### src/rtl/dmem_port_arbiter.sv
// dmem_port_arbiter: round-robin arbiter sharing one data-memory port between
// m0 (CPU load/store) and m1 (DMA/loader), with a bounded burst length under
// contention. The memory reads combinationally and writes on the closing edge,
// so every granted cycle with the owner's req high is one complete beat.
//
// Optional feature: define DMEM_ARB_ADDR_CHECK_EN to enable address checking.
// A misaligned or out-of-range beat has its write suppressed, its read data
// zeroed, and sets the sticky err flag.
//
// Ports:
//   clk, rst_n                       clock, async active-low reset
//   mX_req/we/addr/wd                requester X access (X = 0, 1)
//   mX_gnt                           requester X owns the port (registered)
//   mX_rd                            read data for requester X (0 when not its beat)
//   mem_we/addr/wd, mem_rd           memory port
//   busy                             arbiter not idle
//   err                              sticky address fault (0 without the feature)
module dmem_port_arbiter #(
  parameter int unsigned MAX_BURST   = 8,
  parameter int unsigned DEPTH_WORDS = 1024
) (
  input  logic        clk,
  input  logic        rst_n,
  input  logic        m0_req,
  input  logic        m0_we,
  input  logic [31:0] m0_addr,
  input  logic [31:0] m0_wd,
  output logic        m0_gnt,
  output logic [31:0] m0_rd,
  input  logic        m1_req,
  input  logic        m1_we,
  input  logic [31:0] m1_addr,
  input  logic [31:0] m1_wd,
  output logic        m1_gnt,
  output logic [31:0] m1_rd,
  output logic        mem_we,
  output logic [31:0] mem_addr,
  output logic [31:0] mem_wd,
  input  logic [31:0] mem_rd,
  output logic        busy,
  output logic        err
);

  localparam int unsigned CNT_W = $clog2(MAX_BURST + 1);
  localparam logic [CNT_W-1:0] LAST_BEAT = CNT_W'(MAX_BURST - 1);

  // Reject unusable configurations at elaboration.
  if (MAX_BURST < 1 || DEPTH_WORDS < 1) begin : g_bad_cfg
    $error("dmem_port_arbiter: MAX_BURST and DEPTH_WORDS must be >= 1");
  end

  typedef enum logic [1:0] {IDLE, OWN0, OWN1} state_t;

  state_t           state, state_nxt;
  logic             last, last_nxt;
  logic [CNT_W-1:0] beat_cnt, beat_cnt_nxt;
  logic             beat0, beat1;
  logic             fault0, fault1;

  assign beat0 = (state == OWN0) && m0_req;
  assign beat1 = (state == OWN1) && m1_req;

`ifdef DMEM_ARB_ADDR_CHECK_EN
  // A fault is a misaligned address or a word index beyond the memory.
  assign fault0 = beat0 && ((m0_addr[1:0] != 2'b00) ||
                            ({2'b00, m0_addr[31:2]} >= 32'(DEPTH_WORDS)));
  assign fault1 = beat1 && ((m1_addr[1:0] != 2'b00) ||
                            ({2'b00, m1_addr[31:2]} >= 32'(DEPTH_WORDS)));

  logic err_q;

  // Sticky fault flag, cleared only by reset.
  always_ff @(posedge clk or negedge rst_n) begin
    if (!rst_n) begin
      err_q <= 1'b0;
    end else if (fault0 || fault1) begin
      err_q <= 1'b1;
    end
  end

  assign err = err_q;
`else
  assign fault0 = 1'b0;
  assign fault1 = 1'b0;
  assign err    = 1'b0;
`endif

  // State register.
  always_ff @(posedge clk or negedge rst_n) begin
    if (!rst_n) begin
      state    <= IDLE;
      last     <= 1'b1;
      beat_cnt <= '0;
    end else begin
      state    <= state_nxt;
      last     <= last_nxt;
      beat_cnt <= beat_cnt_nxt;
    end
  end

  // Next-state, ownership bookkeeping and burst counting.
  always_comb begin
    state_nxt    = state;
    last_nxt     = last;
    beat_cnt_nxt = beat_cnt;

    unique case (state)
      IDLE: begin
        if (m0_req && m1_req) state_nxt = last ? OWN0 : OWN1;
        else if (m0_req)      state_nxt = OWN0;
        else if (m1_req)      state_nxt = OWN1;
      end
      OWN0: begin
        if (!m0_req)                              state_nxt = m1_req ? OWN1 : IDLE;
        else if (beat_cnt == LAST_BEAT && m1_req) state_nxt = OWN1;
      end
      OWN1: begin
        if (!m1_req)                              state_nxt = m0_req ? OWN0 : IDLE;
        else if (beat_cnt == LAST_BEAT && m0_req) state_nxt = OWN0;
      end
      default: state_nxt = IDLE;
    endcase

    // Any ownership change restarts the count; otherwise count beats, saturating.
    if (state_nxt != state) begin
      beat_cnt_nxt = '0;
      if (state_nxt == OWN0) last_nxt = 1'b0;
      if (state_nxt == OWN1) last_nxt = 1'b1;
    end else if ((beat0 || beat1) && beat_cnt != LAST_BEAT) begin
      beat_cnt_nxt = beat_cnt + CNT_W'(1);
    end
  end

  assign m0_gnt = (state == OWN0);
  assign m1_gnt = (state == OWN1);
  assign busy   = (state != IDLE);

  // Memory port mux; everything is zero outside a beat, so reset kills a write at once.
  always_comb begin
    mem_we   = 1'b0;
    mem_addr = 32'h0;
    mem_wd   = 32'h0;
    m0_rd    = 32'h0;
    m1_rd    = 32'h0;
    if (beat0) begin
      mem_we   = m0_we && !fault0;
      mem_addr = m0_addr;
      mem_wd   = m0_wd;
      m0_rd    = fault0 ? 32'h0 : mem_rd;
    end else if (beat1) begin
      mem_we   = m1_we && !fault1;
      mem_addr = m1_addr;
      mem_wd   = m1_wd;
      m1_rd    = fault1 ? 32'h0 : mem_rd;
    end
  end

endmodule

### config.mk
export PLATFORM = sky130hd
export DESIGN_NAME = dmem_port_arbiter
export DESIGN_NICKNAME = d
export VERILOG_FILES = /design/src/rtl/dmem_port_arbiter.sv
export SDC_FILE = /design/constraint.sdc
export NUM_CORES = 1
export LEC_CHECK = 0
export ABC_AREA = 1
export BUFFER_PORTS_ARGS = -buffer_cell sky130_fd_sc_hd__clkbuf_2
export CAP_MARGIN = 20
export CORE_AREA = 2 2 115 117
export DETAILED_ROUTE_END_ITERATION = 7
export DIE_AREA = 0 0 117 119
export PLACE_DENSITY = 0.55
export SYNTH_ARGS = -nofsm -noshare
export SYNTH_HDL_FRONTEND = slang
export SYNTH_SLANG_ARGS = --single-unit
### constraint.sdc
create_clock -name clk -period 2.3 [get_ports clk]
set_input_delay 0.69 -clock clk [delete_from_list [all_inputs] [get_ports clk]]
set_output_delay 0.69 -clock clk [all_outputs]
set_load 0.01 [all_outputs]
==> results of run 1 <==
state kept, by name, summed over array words and instances, names as in the netlist:
register  flops
beat_cnt      4
last          1
state         2
worst max-delay path, stage by stage (launching register included):
cell and delay, ns:
dfrtp_1 0.38, inv_2 0.11, nand2_2 0.09, nor2_4 0.13, buf_12 0.13, clkbuf_16 0.19
nand2_1 0.07, nand2_1 0.06, clkbuf_2 0.13
power by group through the flow:
stage	Clock (W)	Sequential, W	Combinational (W)
final	0.000295	0.000196	0.00227
after global routing	0.000309	0.000201	0.00251
after CTS	0.000302	0.000194	0.00206
after detailed placement	0	0.000194	0.00201
after global placement	0	0.000195	0.00202
after floorplan	0	0.000189	0.00110
metrics by stage:
stage	power, W	area [sq um]
after floorplan	0.00129	1790
after global placement	0.00221	3550
after detailed placement	0.00220	3550
after CTS	0.00255	3650
after global routing	0.00302	3810
final	0.00276	3810
timing repair:
item | CTS | global route
setup endpoints to repair | 36 | 108
gates cloned | 0 | 3
gates resized for setup | 1 | 9
pin swaps | 1 | 2
endpoints found under the hold margin | 0 | 0
buffers inserted | 3 | 4
layout by cell type (no fill, tap or decap):
master,instances
nand2_1,147
nor2_4,2
nand2_2,4
dfrtp_1,5
nor2_2,3
buf_12,10
inv_1,39
dfstp_2,1
nand4_1,2
ha_1,2
clkinv_2,1
xor2_1,1
buf_6,1
clkbuf_2,297
nor2_1,69
inv_2,3
nand3_1,74
dfrtp_2,1
conb_1,1
buf_4,7
nor3_1,3
nand3_2,2
a21oi_1,3
clkbuf_16,6
area by class of cell:
cell class / instances / share of cell area (%)
clock buffers: 3 / 1.97
repair buffers: 318 / 47.9
multi-input cells: 313 / 35.4
inverters: 42 / 4.14
flip-flops and latches: 7 / 4.66
clock inverters: 1 / 0.131
well taps: 176 / 5.78
layer usage:
metal | track usage, % | vias to the layer above
met1 | 15.5 | 1397
met5 | 0 | -
met3 | 0.560 | 10
met2 | 20.3 | 131
met4 | 2.65 | 0
li1 | - | 1778
cells by family (layout without fill, tap and decap cells):
group / after synthesis / after routing / synth area share [%]
AOI/OAI and AO/OA: 3 / 3 / 0.844
buffers and inverters: 71 / 364 / 15.8
adders and majority gates: 2 / 2 / 1.41
and+or+nand+nor: 306 / 306 / 71.4
xor gates and xnor gates: 1 / 1 / 0.492
DFF: 7 / 7 / 9.92
other: 1 / 1 / 0.211
worst max-delay path by stage:
stage | start | end | cells past startpoint
after floorplan | m1_req | mem_wd[22] | 5
after global placement | m0_req | m0_rd[23] | 7
after detailed placement | m0_req | m0_rd[15] | 7
after CTS | state[1]$_DFF_PN0_ | mem_addr[28] | 7
after global routing | state[1]$_DFF_PN0_ | mem_wd[24] | 8
final | state[1]$_DFF_PN0_ | mem_wd[30] | 8
==> impl_results.md, run 1 <==
- Antenna Cells: 0
- Hold Slack: about 0.28 ns
- Post-Synthesis Cells: slightly below 400
- Cells after DPL: approximately 850
- Tcrit/Tclk final: approximately 97%
- DRC: 0
- Cts bufs inserted: 3
- R2R setup slack: 0.47 ns
- Net Switching: approximately 0.0014 W
- First-pass GRT wire length: 13.1 mm
- Slew Viols, Final: 0
- Die height: 119 microns
- Nets: roughly 850
- Critical Path AT: 1.54 ns
- Yosys cell types: 20
- Min cycle time layout: 2.23 ns
- Core area: between 10000 and 15000 sq um
- Fin. Hold Viols: 0
- Sequential cell area fraction in the yosys report: under 10%
- Initial antenna violation count: 0
- Most frequent cells after synthesis: nand2_1, nand3_1, nor2_1
- Status: finished clean
- Hpwl dp: around 7.6 mm
- Pre-Repair DR Iteration Count: 5
- Reg clk slew, reported paths: 0.04 ns
- Clock power frac: about a tenth
- Vias per cell: between 3 and 4
- Met2 wire length: about 4.9 mm
- Req. time, crit path: 1.61 ns
- Startpoint class of the critical path: flop
- Initial Util: 13.8%
- Root Buffer: clkbuf_16
- Metal3 WL: 572 microns
- Comb power frac: roughly 80%
- Setup crit end kind: output port
- Peak VDD IR: 0.625 mV
- CTS tree: done
- Ys Warns: 0
- Post-layout util: between 20% and 30%
- P_leak: 2.59 nW
- Routability cong.: between 0.8 and 0.9
- Endpoints failing setup: 0
- CP Max Fanout: 24
- Max_cap viols: 0
- Htree depth: 1
- Die width: 117 microns
- Slack of the critical path: 0.0736 ns
- Total track usage: 11.6%
- Count leader, synth: nand2_1
- Share of cells above drive strength 1: about half
- Async SR Flop Fraction: between 90% and 100%
- Vias in the first global route: ~2500
- Post-synthesis register bit count: 7
- Clk sink count: 7
- Main synth FF type: dfrtp_1
- Area of the die: about 14000 sq um
- Post-CTS Hold Buffers: 0
- Syn_nets: about 560
- Final WL: between 9 and 10 mm
- Seq pwr share: 7.1%
- FF-to-FF Start: state[1]$_DFF_PN0_
- Site row count: between 40 and 50
- Top sig layer: met4
- Fillers: 1445
- Post-route insts no fill: 860
- WL per Instance: 11.6 microns
- Setup_tns: 0 ns
- Mapped Avg Cell Area: approximately 4.6 sq um
- Total gr overflow: 0
- R2R depth: 15
- Sw Ratio: 50.4%
- Hold Path Class: in -> async
- FMAX: 449 MHz
- Antenna Violating Nets Remaining: 0
- Power per Cell Area: 724 nW/um^2
- Largest net degree at the start of global routing: 50
- Initial detailed-routing violation count: between 100 and 150
- IO Count: around 300
- Synth top area share: a little under a third
- R2r endpoint: last$_DFFE_PN1P_
- Detailed-route via count: around 3300
- Top cells by area, synth: nand2_1, nand3_1, nor2_1
- P&R area growth vs syn: 114%
- Internal power: about 0.0014 W
- Metal1 wirelength: approximately 4.3 mm
- Port Buffers: approximately 300
- Leading area contributor after synthesis: nand2_1
- Worst slack, placed: around 0.059 ns
- Clock skew: roughly 0.00014 ns
- Longest Clk Path Bufs: 2
- Setup Crit Path Kind: reg -> out
- Multi-input gate area in the final layout: roughly 1300 sq um
- Mapped cell area: between 1500 and 2000 sq um
- Reg area: roughly 180 sq um
- Worst-Skew Late Latency: 0.23 ns
- Post-synth EDFFs: 0
Note: power is estimated with default switching activity, not from simulation.
==> run 2, diff against run 1 <==
- CORE_AREA: 2 2 115 117 -> 2 2 117 119
- DIE_AREA: 0 0 117 119 -> 0 0 119 121
- PLACE_DENSITY: 0.55 -> 0.53
- clock period: 2.3 -> 2.1 ns (I/O delays scaled with it)
==> run 2 against run 1 <==
Against the previous run: sequential share of layout area is 0.91 points lower; power up 39%; the run now ends with setup timing left; final cell count increased by 3.0%; critical path type unchanged; routed wire length is 21% higher; register-to-register slack lost 0.27 ns; critical path depth rose by 1; combinational power grew 45%.
==> impl_results.md, run 2 (same netlist as run 1, synthesis figures left out) <==
- Status: finished, violations left
- Violated checks: setup timing
- Post-CTS Hold Buffers: 0
- Final Instance Area: 4690 sq um
- Root Buffer: clkbuf_16
- Vias in the first global route: 3211
- Power per Cell Area: roughly 800 nW/um^2
- Fillers: between 1000 and 1500
- Critical Path AT: between 1.5 and 2 ns
- Hpwl dp: around 8.9 mm
- Worst slack, placed: -0.0643 ns
- Antenna Violating Nets Remaining: 0
- Worst-Skew Late Latency: 0.23 ns
- WL per Instance: between 10 and 15 microns
- FMAX: about 460 MHz
- Slew Viols, Final: 0
- Max_cap viols: 0
- Antenna Cells: 0
- Largest net degree at the start of global routing: 34
- Min cycle time layout: ~2.2 ns
- Share of cells above drive strength 1: 57.9%
- Site row count: 42
- Initial antenna violation count: 0
- Cts bufs inserted: 3
- Critical path buffers and inverters: 6
- Total gr overflow: 0
- Detailed-route via count: 3554
- CP dominant cell by count: buf_6
- CP Max Fanout: 8
- CTS tree: done
- Vias per cell: about 4.0
- Area of the die: about 14000 sq um
- Most common cell after layout, fill and taps aside: clkbuf_2
- Fin. Hold Viols: 0
- Longest Clk Path Bufs: 2
- Setup Crit Path Kind: reg -> out
- Setup_tns: -2.46 ns
- Die height: between 100 and 150 microns
- Multi-input gate area in the final layout: approximately 1600 sq um
- Crit path cell chain: inv_2 > buf_4 > nor2_4 > buf_6 > buf_6 > buf_8 > nand3_1 > nand2_1 > buf_2
- Slowest stage delay, CP: around 0.36 ns
- Largest regs: beat_cnt x4, state x2, last x1
- Htree depth: 1
- Core area: about 13000 sq um
- IO Count: between 200 and 300
- Nets: 879
- First-pass GRT wire length: 16.8 mm
- P_leak: ~2.9 nW
- P&R area growth vs syn: 164%
- Tcrit/Tclk final: 104%
- Most frequent cells in the layout: clkbuf_2, nand2_1, nand3_1
- Initial Util: 13.6%
- Slowest CP cell: dfrtp_1
- Max reg flops: 4
- Slack of the critical path: -0.0767 ns
- Reg area: around 180 sq um
- Peak VDD IR: about 0.7 mV
- Clk sink count: 7
- Port Buffers: just under 300
- RSZ-0062 raised after global routing: true
- Crit path max-delay family: buffers and inverters
- Pre-Repair DR Iteration Count: 5
- Clock skew: 0.00236 ns
- Final WL: ~12 mm
- Top reg by flops: beat_cnt
- Total track usage: roughly 14%
- Initial detailed-routing violation count: around 190
- Placed inst area: about 3700 sq um
- DRC: 0
- Die width: about 120 microns
- Startpoint class of the critical path: flop
- Reg clk slew, reported paths: approximately 0.040 ns
- Endpoints failing setup: 92
- Routability cong.: ~0.81
- Hold Path Class: in -> async
- Setup crit end kind: output port
- Req. time, crit path: approximately 1.5 ns
- Hold Slack: between 0.2 and 0.25 ns
==> run 2: per-layer routing <==
metal,GRT usage [%],wire (microns)
met3,1.64,669
met5,0,0
met2,26.4,6250
met1,18.4,4970
met4,2.46,86
==> run 2: what timing repair did <==
item / in CTS / in global routing
pin swaps: 10 / 6
gates cloned: 5 / 7
setup buffers: 9 / 2
resized for setup: 81 / 134
endpoints found under the setup margin: 97 / 129
==> run 2: worst paths after layout <==
path                                     from                 endpoint  slack (ns)  depth (start not counted)
max reg2reg                state[1]$_DFF_PN0_  beat_cnt[3]$_DFFE_PN0P_        0.20                         13
min in group clk             last$_DFFE_PN1P_         last$_DFFE_PN1P_        0.46                          2
max                        state[1]$_DFF_PN0_             mem_addr[10]       -0.08                          9
max in group asynchronous               rst_n         last$_DFFE_PN1P_        1.64                          1
min reg2reg                  last$_DFFE_PN1P_         last$_DFFE_PN1P_        0.46                          2
min                                     rst_n  beat_cnt[2]$_DFFE_PN0P_        0.23                          1
==> run 2: metrics by stage <==
step / util (%) / power (W) / std cells
after global routing: 35.9 / 0.00410 / 886
after detailed placement: 28.1 / 0.00256 / 859
after CTS: 32.5 / 0.00342 / 877
final: 35.9 / 0.00383 / 886
after floorplan: - / 0.00141 / 391
after global placement: 28.1 / 0.00257 / 859
==> run 2: final cells by class <==
type / count / area share (%)
Clock inverter: 1 / 0.107
Clock buffer: 3 / 1.60
Timing Repair Buffer: 344 / 52.2
Tap cell: 176 / 4.69
Sequential cell: 7 / 3.76
Multi-Input combinational cell: 313 / 34.3
Inverter: 42 / 3.36
==> run 2: power by group <==
group          internal [W]  switching (W)  leakage (nW)
combinational       0.00160        0.00170          2.79
sequential         0.000178      0.0000248        0.0909
clock              0.000250      0.0000767        0.0409
==> run 3, diff against run 2 <==
- CORE_AREA: 2 2 117 119 -> 2 2 115 117
- DIE_AREA: 0 0 119 121 -> 0 0 117 119
- PLACE_DENSITY: 0.53 -> 0.55
- clock period: 2.1 -> 1.9 ns (I/O delays scaled with it)
==> run 3 against run 2 <==
Against the previous run: the flow still finishes with violations (setup timing); final cell count rose by 1.5%; flip-flop and latch count unchanged; sequential share of layout area fell by 0.46 points; first-iteration DRC count up 16%; via count up 4.5%; routed wire length rose by 9.8%; register-to-register slack got worse by 0.13 ns; highest routed layer unchanged; combinational power up 35%; die area decreased by 3.3%.
==> impl_results.md, run 3 (same netlist as run 1, synthesis figures left out) <==
- Status: finished, violations left
- Violated checks: setup timing
- Port Buffers: 297
- Tcrit/Tclk final: 109%
- Power per Cell Area: 938 nW/um^2
- Slowest CP cell: dfrtp_1
- CP Max Fanout: 8
- Setup Crit Path Kind: reg -> out
- FMAX: 482 MHz
- Cells after DPL: 864
- Max_cap viols: 0
- Hpwl dp: around 8.6 mm
- Final WL: around 13 mm
- Peak VDD IR: roughly 0.73 mV
- Vias in the first global route: 3205
- Endpoints failing setup: 129
- Final Instance Area: 5390 sq um
- RSZ-0062 raised after global routing: true
- Critical Path AT: 1.51 ns
- Slowest stage delay, CP: 0.37 ns
- WL per Instance: about 15 microns
- Placed inst area: around 3700 sq um
- Initial detailed-routing violation count: roughly 220
- Critical path buffers and inverters: 4
- Crit path max-delay family: buffers and inverters
- Initial Util: between 10% and 20%
- Largest net degree at the start of global routing: 18
- Longest Clk Path Bufs: 2
- Post-layout util: between 40% and 50%
- Initial antenna violation count: 0
- Most frequent cells in the layout: clkbuf_2, nand2_1, buf_2
- Top reg by flops: beat_cnt
- Startpoint class of the critical path: flop
- P&R area growth vs syn: 203%
- Routability cong.: between 0.8 and 0.9
- Site row count: 42
- Largest regs: beat_cnt x4, state x2, last x1
- Clk sink count: 7
- Nets: 892
- Share of cells above drive strength 1: between 60% and 70%
- Crit path cell chain: buf_4 > nor2_4 > nand2_4 > buf_12 > buf_16 > nor2_1 > buf_2
- Vias per cell: between 4 and 5
- Slew Viols, Final: 0
- Area of the die: 13900 sq um
- Req. time, crit path: between 1 and 1.5 ns
- Max reg flops: 4
- First-pass GRT wire length: 16.6 mm
- Most common cell after layout, fill and taps aside: clkbuf_2
- Hold Path Class: in -> async
- Antenna Cells: 0
- Clock skew: about 0.0005 ns
- Root Buffer: clkbuf_16
- Die height: roughly 120 microns
- DRC: 0
- Htree depth: 1
- Worst-Skew Late Latency: approximately 0.23 ns
- Slack of the critical path: -0.175 ns
- Die width: roughly 120 microns
- Post-route insts no fill: about 900
- Core area: 12900 sq um
- Hold Slack: roughly 0.17 ns
- P_leak: roughly 3.2 nW
- Reg clk slew, reported paths: around 0.03 ns
- Fin. Hold Viols: 0
- IO Count: 299
- CTS tree: done
- Cts bufs inserted: 3
- Detailed-route via count: 3715
- Total track usage: 14.9%
- Min cycle time layout: ~2.1 ns
- Pre-Repair DR Iteration Count: 4
- Antenna Violating Nets Remaining: 0
- Setup crit end kind: output port
- Total gr overflow: 0
-- run 3: changes by cell type in the layout (fill, tap and decap cells not counted), sizes merged --
cell	change
bufbuf	+1
clkinv	-1
clkbuf	-47
buf	+60
-- run 3: path summary, 6_finish.rpt --
path | startpoint | endpoint | slack, ns | depth (start not counted)
max | state[1]$_DFF_PN0_ | m0_rd[0] | -0.18 | 7
min | rst_n | beat_cnt[3]$_DFFE_PN0P_ | 0.17 | 1
max reg2reg | state[1]$_DFF_PN0_ | last$_DFFE_PN1P_ | 0.07 | 15
min reg2reg | last$_DFFE_PN1P_ | last$_DFFE_PN1P_ | 0.46 | 2
max in group asynchronous | rst_n | last$_DFFE_PN1P_ | 1.50 | 1
min in group clk | last$_DFFE_PN1P_ | last$_DFFE_PN1P_ | 0.46 | 2
-- run 3: repair_timing --
action,4_1_cts,5_1_grt
resized for setup,70,313
setup endpoints to repair,129,131
cloned,10,8
pin swaps,5,43
buffers inserted,10,4
hold buffers,0,0
-- run 3: through the flow --
step	total power [W]	setup slack [ns]	TNS (ns)
CTS	0.00401	-0.204	-18.41
global route	0.00540	-0.250	-23.67
floorplan	0.00156	0.0122	0
global placement	0.00285	-0.175	-6.19
detailed placement	0.00284	-0.172	-5.89
finish	0.00506	-0.175	-14.87
-- run 3: per-layer routing --
layer	up-vias	GRT usage (%)	part of all wire (%)
met2	138	27.2	52
met1	1705	19.8	42
li1	1866	-	-
met5	-	0	0
met3	6	0.967	5.2
met4	0	1.40	0.43
-- run 3: layout make-up --
class / count / area, sq um
fillers: 1333 / 7480
repair buffers: 357 / 2800
multi-input cells: 313 / 1960
well taps: 176 / 220
flip-flops and latches: 7 / 178
inverters: 42 / 158
clock buffers: 4 / 78.8
-- run 3: report_power, final --
| part | internal [W] | switching, W | total [W] |
|---|---|---|---|
| logic | 0.00227 | 0.00220 | 0.00447 |
| clock network | 0.000279 | 0.0000746 | 0.000353 |
| registers | 0.000199 | 0.0000378 | 0.000236 |
| total | 0.00275 | 0.00231 | 0.00506 |
